<file path="src/rtl/bp_cfg_loader_pkg.sv">
// Shared constants and types for the boot-time config loader.
// Config register map, loader FSM states and CCE mode encoding.
package bp_cfg_loader_pkg;

  localparam logic [15:0] ADDR_FREEZE     = 16'h0000;
  localparam logic [15:0] ADDR_CORE_ID    = 16'h0004;
  localparam logic [15:0] ADDR_CCE_MODE   = 16'h0008;
  localparam logic [15:0] ADDR_UCODE_BASE = 16'h8000;

  typedef enum logic [1:0] {
    e_cce_mode_uncached = 2'd0,
    e_cce_mode_normal   = 2'd1
  } bp_cce_mode_e;

  typedef enum logic [3:0] {
    e_reset,
    e_freeze,
    e_core_id,
    e_ucode_rd,
    e_ucode_wait,
    e_ucode_wr,
    e_cce_mode,
    e_drain_pre,
    e_unfreeze,
    e_drain,
    e_done
  } bp_cfg_loader_state_e;

  function automatic logic is_wr_state(bp_cfg_loader_state_e s);
    return (s == e_freeze) || (s == e_core_id) || (s == e_ucode_wr)
        || (s == e_cce_mode) || (s == e_unfreeze);
  endfunction

endpackage

</file>
<file path="src/rtl/bp_cfg_credit_counter.sv">
// Outstanding-write credit tracker for the config channel.
// Saturating up/down count, issue gate and sticky spurious-ack flag.
module bp_cfg_credit_counter #(
  parameter int max_p = 4,
  localparam int cw_lp = $clog2(max_p + 1)
) (
  input  logic             clk_i,
  input  logic             reset_n_i,
  input  logic             v_i,
  input  logic             ack_i,
  output logic [cw_lp-1:0] credits_o,
  output logic             can_issue_o,
  output logic             error_o
);

  logic [cw_lp-1:0] cnt_q, cnt_n;
  logic             err_q;
  logic             at_max, empty, dec;

  assign at_max      = (cnt_q == cw_lp'(max_p));
  assign empty       = (cnt_q == '0);
  assign dec         = ack_i && !empty;
  assign can_issue_o = !at_max || ack_i;
  assign credits_o   = cnt_q;
  assign error_o     = err_q;

  always_comb begin
    cnt_n = cnt_q;
    if (v_i && !dec && !at_max)
      cnt_n = cnt_q + 1'b1;
    else if (!v_i && dec)
      cnt_n = cnt_q - 1'b1;
  end

  always_ff @(posedge clk_i or negedge reset_n_i) begin
    if (!reset_n_i) begin
      cnt_q <= '0;
      err_q <= 1'b0;
    end else begin
      cnt_q <= cnt_n;
      err_q <= err_q || (ack_i && empty);
    end
  end

endmodule

</file>
<file path="src/rtl/bp_cfg_loader.sv">
// Boot config sequencer: freezes, identifies, loads CCE ucode and
// releases every core through a credited valid/ready write channel.
module bp_cfg_loader
  import bp_cfg_loader_pkg::*;
#(
  parameter int num_core_p        = 1,
  parameter int cce_pc_width_p    = 8,
  parameter int cfg_addr_width_p  = 16,
  parameter int cfg_data_width_p  = 64,
  parameter int max_outstanding_p = 4,
  localparam int core_w_lp = (num_core_p > 1) ? $clog2(num_core_p) : 1
) (
  input  logic                        clk_i,
  input  logic                        reset_n_i,
  output logic                        cfg_v_o,
  input  logic                        cfg_ready_i,
  output logic [core_w_lp-1:0]        cfg_core_o,
  output logic [cfg_addr_width_p-1:0] cfg_addr_o,
  output logic [cfg_data_width_p-1:0] cfg_data_o,
  input  logic                        cfg_ack_v_i,
  output logic                        ucode_r_v_o,
  output logic [cce_pc_width_p-1:0]   ucode_addr_o,
  input  logic [cfg_data_width_p-1:0] ucode_data_i,
  output logic                        done_o,
  output logic                        error_o
);

  localparam int aw_lp = cfg_addr_width_p;
  localparam int dw_lp = cfg_data_width_p;
  localparam int crw_lp = $clog2(max_outstanding_p + 1);
  localparam logic [core_w_lp-1:0] last_core_lp = core_w_lp'(num_core_p - 1);

  bp_cfg_loader_state_e state_q, state_n;
  logic [core_w_lp-1:0]      core_q, core_n;
  logic [cce_pc_width_p-1:0] idx_q, idx_n;
  logic [dw_lp-1:0]          hold_q, hold_n;
  logic [crw_lp-1:0]         credits;
  logic can_issue, xfer, last_core;

  bp_cfg_credit_counter #(.max_p(max_outstanding_p)) credit (
    .clk_i       (clk_i),
    .reset_n_i   (reset_n_i),
    .v_i         (xfer),
    .ack_i       (cfg_ack_v_i),
    .credits_o   (credits),
    .can_issue_o (can_issue),
    .error_o     (error_o)
  );

  assign cfg_v_o      = is_wr_state(state_q) && can_issue;
  assign xfer         = cfg_v_o && cfg_ready_i;
  assign last_core    = (core_q == last_core_lp);
  assign cfg_core_o   = core_q;
  assign ucode_addr_o = idx_q;
  assign done_o       = (state_q == e_done);

  always_comb begin
    cfg_addr_o = '0;
    cfg_data_o = '0;
    unique case (state_q)
      e_freeze: begin
        cfg_addr_o = aw_lp'(ADDR_FREEZE);
        cfg_data_o = dw_lp'(1'b1);
      end
      e_core_id: begin
        cfg_addr_o = aw_lp'(ADDR_CORE_ID);
        cfg_data_o = dw_lp'(core_q);
      end
      e_ucode_wr: begin
        cfg_addr_o = aw_lp'(ADDR_UCODE_BASE) + aw_lp'(idx_q);
        cfg_data_o = hold_q;
      end
      e_cce_mode: begin
        cfg_addr_o = aw_lp'(ADDR_CCE_MODE);
        cfg_data_o = dw_lp'(e_cce_mode_normal);
      end
      e_unfreeze: cfg_addr_o = aw_lp'(ADDR_FREEZE);
      default: ;
    endcase
  end

  always_comb begin
    state_n     = state_q;
    core_n      = core_q;
    idx_n       = idx_q;
    hold_n      = hold_q;
    ucode_r_v_o = 1'b0;
    unique case (state_q)
      e_reset: begin
        state_n = e_freeze;
        core_n  = '0;
        idx_n   = '0;
      end
      e_freeze, e_core_id, e_cce_mode, e_unfreeze: if (xfer) begin
        core_n = last_core ? '0 : core_q + 1'b1;
        if (last_core) begin
          unique case (state_q)
            e_freeze:   state_n = e_core_id;
            e_core_id:  state_n = e_ucode_rd;
            e_cce_mode: state_n = e_drain_pre;
            default:    state_n = e_drain;
          endcase
          idx_n = '0;
        end
      end
      e_ucode_rd: begin
        ucode_r_v_o = 1'b1;
        state_n     = e_ucode_wait;
      end
      e_ucode_wait: begin
        hold_n  = ucode_data_i;
        state_n = e_ucode_wr;
      end
      e_ucode_wr: if (xfer) begin
        state_n = e_ucode_rd;
        idx_n   = idx_q + 1'b1;
        if (idx_q == '1) begin
          core_n = last_core ? '0 : core_q + 1'b1;
          if (last_core) state_n = e_cce_mode;
        end
      end
      e_drain_pre: if (credits == '0) state_n = e_unfreeze;
      e_drain:     if (credits == '0) state_n = e_done;
      default: ;
    endcase
  end

  always_ff @(posedge clk_i or negedge reset_n_i) begin
    if (!reset_n_i) begin
      state_q <= e_reset;
      core_q  <= '0;
      idx_q   <= '0;
      hold_q  <= '0;
    end else begin
      state_q <= state_n;
      core_q  <= core_n;
      idx_q   <= idx_n;
      hold_q  <= hold_n;
    end
  end

endmodule

</file>
<file path="config.mk">
export PLATFORM = sky130hd
export DESIGN_NAME = bp_cfg_loader
export DESIGN_NICKNAME = d
export VERILOG_FILES = /design/src/rtl/bp_cfg_loader_pkg.sv /design/src/rtl/bp_cfg_credit_counter.sv /design/src/rtl/bp_cfg_loader.sv
export SDC_FILE = /design/constraint.sdc
export NUM_CORES = 1
export LEC_CHECK = 0
export ABC_CLOCK_PERIOD_IN_PS = 3200
export BUFFER_PORTS_ARGS = -buffer_cell sky130_fd_sc_hd__buf_2
export CAP_MARGIN = 20
export CORE_MARGIN = 1
export CORE_UTILIZATION = 40
export CTS_BUF_LIST = sky130_fd_sc_hd__clkbuf_4 sky130_fd_sc_hd__clkbuf_8
export CTS_CLUSTER_DIAMETER = 200
export DETAILED_ROUTE_END_ITERATION = 6
export GPL_TIMING_DRIVEN = 0
export PLACE_DENSITY = 0.76
export RECOVER_POWER = 25
export SLEW_MARGIN = 10
export SYNTH_ARGS = -nofsm -noshare
export SYNTH_HDL_FRONTEND = slang
export SYNTH_SLANG_ARGS = --single-unit
</file>
<file path="constraint.sdc">
create_clock -name clk_i -period 3.2 [get_ports clk_i]
set_clock_uncertainty 0.15 [all_clocks]
set_input_delay 0.48 -clock clk_i [delete_from_list [all_inputs] [get_ports clk_i]]
set_output_delay 0.48 -clock clk_i [all_outputs]
set_load 0.05 [all_outputs]
</file>
==> results.txt <==
Status = complete, no violations
Total chip power = 4.76 mW
Peak fanout along the critical path = 10
Kind of end point of the critical path = output pin
Aggregate global-route resource usage = 20.3%
X dimension of the die = 103 um
# placed instances = 658
Fin cells = 675
Final slew viol count = 0
Clock-pin slew reported for the worst setup and hold paths after clock tree synthesis = 0.09 ns
GR Layer Usage met3 = 7.39%
Number of post-CTS setup repair buffers = 0
Y dimension of the die = 103 um
Syn avg cell area = 11.1 um^2
Number of synthesized flops with an enable pin = 0
Endpoints failing hold = 0
Post-synthesis cell area = 0.00407 mm^2
Slew at the pin closest to its max-slew limit = 1.26 ns
Min-delay worst type = input pin to flop
Maximum cell stage delay along the critical path = 0.36 ns
Biggest area contributors in the synthesized netlist = sky130_fd_sc_hd__dfrtp_1 (49%), sky130_fd_sc_hd__mux2_2 (18%), sky130_fd_sc_hd__and2_1 (11%)
Cells after synthesis = 366
Worst relative slew slack = 15.7%
TritonCTS Buffers = 9
Pin count of the biggest net entering global routing = 59
Total placed instance area = 0.00505 mm^2
CTS tree = done
Pwr Density = 906 mW/mm^2
FMAX = 335 MHz
Number of library cell types mapped by synthesis = 52
RSZ-0062 raised after global routing = true
Number of cell rows = 36
Worst Setup Slack, final = 0.214 ns
Async SR Flop Fraction = 100%
Ys Warns = 0
Initial antenna violation count = 0
Critical path class = flop to output pin
Critical path launch point = state_q[3]
Area overhead of the layout relative to synthesis = 29.2%
Met2 global-route usage = 33.0%
Dpl ws = 0.295 ns
Leakage power total = 2.67 nW
Most utilized layer in the global route result = met2
Port Buf Inserts = 151
Min-Delay Startpoint = ucode_data_i[0]
WL per Instance = 15.1 um
Number of placed I/O pins = 161
Vias = 3323
Number of max-cap violations = 0
Setup violators final = 0
Longest Clk Path Bufs = 2
Most repeated cell in the gate-level netlist after synthesis = sky130_fd_sc_hd__dfrtp_1
Clock latency reported for the late side of the worst-skew pair = 0.35 ns
Number of global-route vias before repair = 3254
Remaining design rule violation count = 0
Share of the clock period used by the worst path after layout = 93.3%
Wire length of the first global-routing pass = 16100 um
Fraction of final layout cells sized beyond drive strength 1 = 48.7%
Leading register cell type out of synthesis = sky130_fd_sc_hd__dfrtp_1
WP data arrival = 2.36 ns
Vias per cell = 4.92
Share of the synthesized area in the top cell type = 49.2%
Library cell occupying the most area in the post-synthesis netlist = sky130_fd_sc_hd__dfrtp_1
Commonest cells in the synthesized netlist = sky130_fd_sc_hd__dfrtp_1 (80), sky130_fd_sc_hd__and2_1 (69), sky130_fd_sc_hd__mux2_2 (64)
Area of the core = 0.00982 mm^2
Largest vdd supply drop = 0.000415 V
Hold Worst Slack = 0.178 ns
Setup TNS = 0 ns
Root Buffer = sky130_fd_sc_hd__clkbuf_8
Number of detailed-route iterations in the first pass = 4
Proportion of synthesized chip area in sequential cells = 49.2%
Crit path cell chain = clkbuf_1 -> nand2b_1 -> or2_1 -> clkbuf_1 -> inv_2 -> buf_2 -> and2_1 -> buf_2
Data required time of the worst path = 2.57 ns
Critical Path Start Type = flop
Post-synthesis register bit count = 80
CTS sink count = 80
Critical Path Slowest Stage Cell = sky130_fd_sc_hd__dfrtp_1
Layout Cell Area excl Fill = 0.00526 mm^2
Worst reg2reg path startpoint = state_q[1]
Final wirelength = 10200 um
Number of diodes = 0
Remaining number of nets flagged by the antenna check after routing = 0
Initial Utilization = 41.5%
GR Util met1 = 25.5%
Final layout net count = 607
Detail Placement HPWL = 7590 um
Die Footprint = 0.0106 mm^2
CTS H-tree lvls = 3
Shortest period the worst path allows = 2.99 ns
First DRT Iteration DRCs = 73
Final weighted congestion in routability-driven placement = 0.822
Remaining Overflow, GRT = 0
Layout Utilization = 53.6%
## cells in the final DEF, fill, tap and decap left out, types with 7 or more instances in the layout
master,n
sky130_fd_sc_hd__nand2_1,14
sky130_fd_sc_hd__dfrtp_1,80
sky130_fd_sc_hd__buf_4,8
sky130_fd_sc_hd__clkbuf_8,10
sky130_fd_sc_hd__and2_1,69
sky130_fd_sc_hd__clkbuf_1,7
sky130_fd_sc_hd__mux2_2,64
sky130_fd_sc_hd__nor2_1,13
sky130_fd_sc_hd__o21ai_1,16
sky130_fd_sc_hd__conb_1,8
sky130_fd_sc_hd__buf_2,162
## area by class of cell
type / count / area, um^2
Buffer: 33 / 184
Clock buffer: 10 / 138
Clock inverter: 6 / 73.8
Fill cell: 920 / 4560
Inverter: 4 / 15.0
Multi-Input combinational cell: 256 / 1910
Sequential cell: 80 / 2000
Tap cell: 133 / 166
Timing Repair Buffer: 153 / 774
## registers in the layout (all words and copies together) (netlist names)
signal,count
state_q,4
credit.credits_o,3
hold_q,64
credit.error_o,1
ucode_addr_o,8
## critical path, delay by kind of cell (launching register included)
family	cells	cell delay [ns]
simple gates	3	0.60
flops	1	0.36
buf+inv	5	1.05
## cell families (layout without fill, tap and decap cells)
kind of cell,after synthesis,count (layout),synth area share (%)
buffers and inverters,37,206,4.61
adder cells (fa/ha/maj),2,2,0.799
other,1,8,0.0921
XOR/XNOR,3,3,0.645
flip-flops,80,80,49.2
AO/OA/AOI/OAI,45,45,7.53
AND/OR/NAND/NOR,134,134,19.5
multiplexers,64,64,17.7
## repair_timing
item	CTS	global route
resized for setup	5	11
endpoints found under the hold margin	22	0
hold buffers	1	0
setup endpoints to repair	40	51
## power by group
| group | switching (mW) | leakage (nW) | internal (mW) |
|---|---|---|---|
| Sequential | 0.232 | 0.977 | 1.47 |
| Clock | 0.400 | 0.101 | 0.393 |
| Combinational | 1.39 | 1.59 | 0.887 |
## metal layers
metal	vias to the layer above	share of wire, %
met2	126	49
met5	-	0
li1	1588	-
met3	6	8.6
met4	0	0.62
met1	1603	42
## path summary, 6_finish.rpt
kind                            depth (start not counted)                   to  slack (ns)
min in group asynchronous                               2           hold_q[53]        0.77
worst max-delay path                                    8       cfg_data_o[59]        0.21
worst max register to register                          9  credit.credits_o[1]        0.50
worst min register to register                          1       credit.error_o        0.31
worst min-delay path                                    3            hold_q[0]        0.18
max in group asynchronous                               3      ucode_addr_o[7]        0.61
No activity file was read; power rests on OpenSTA's default activity.
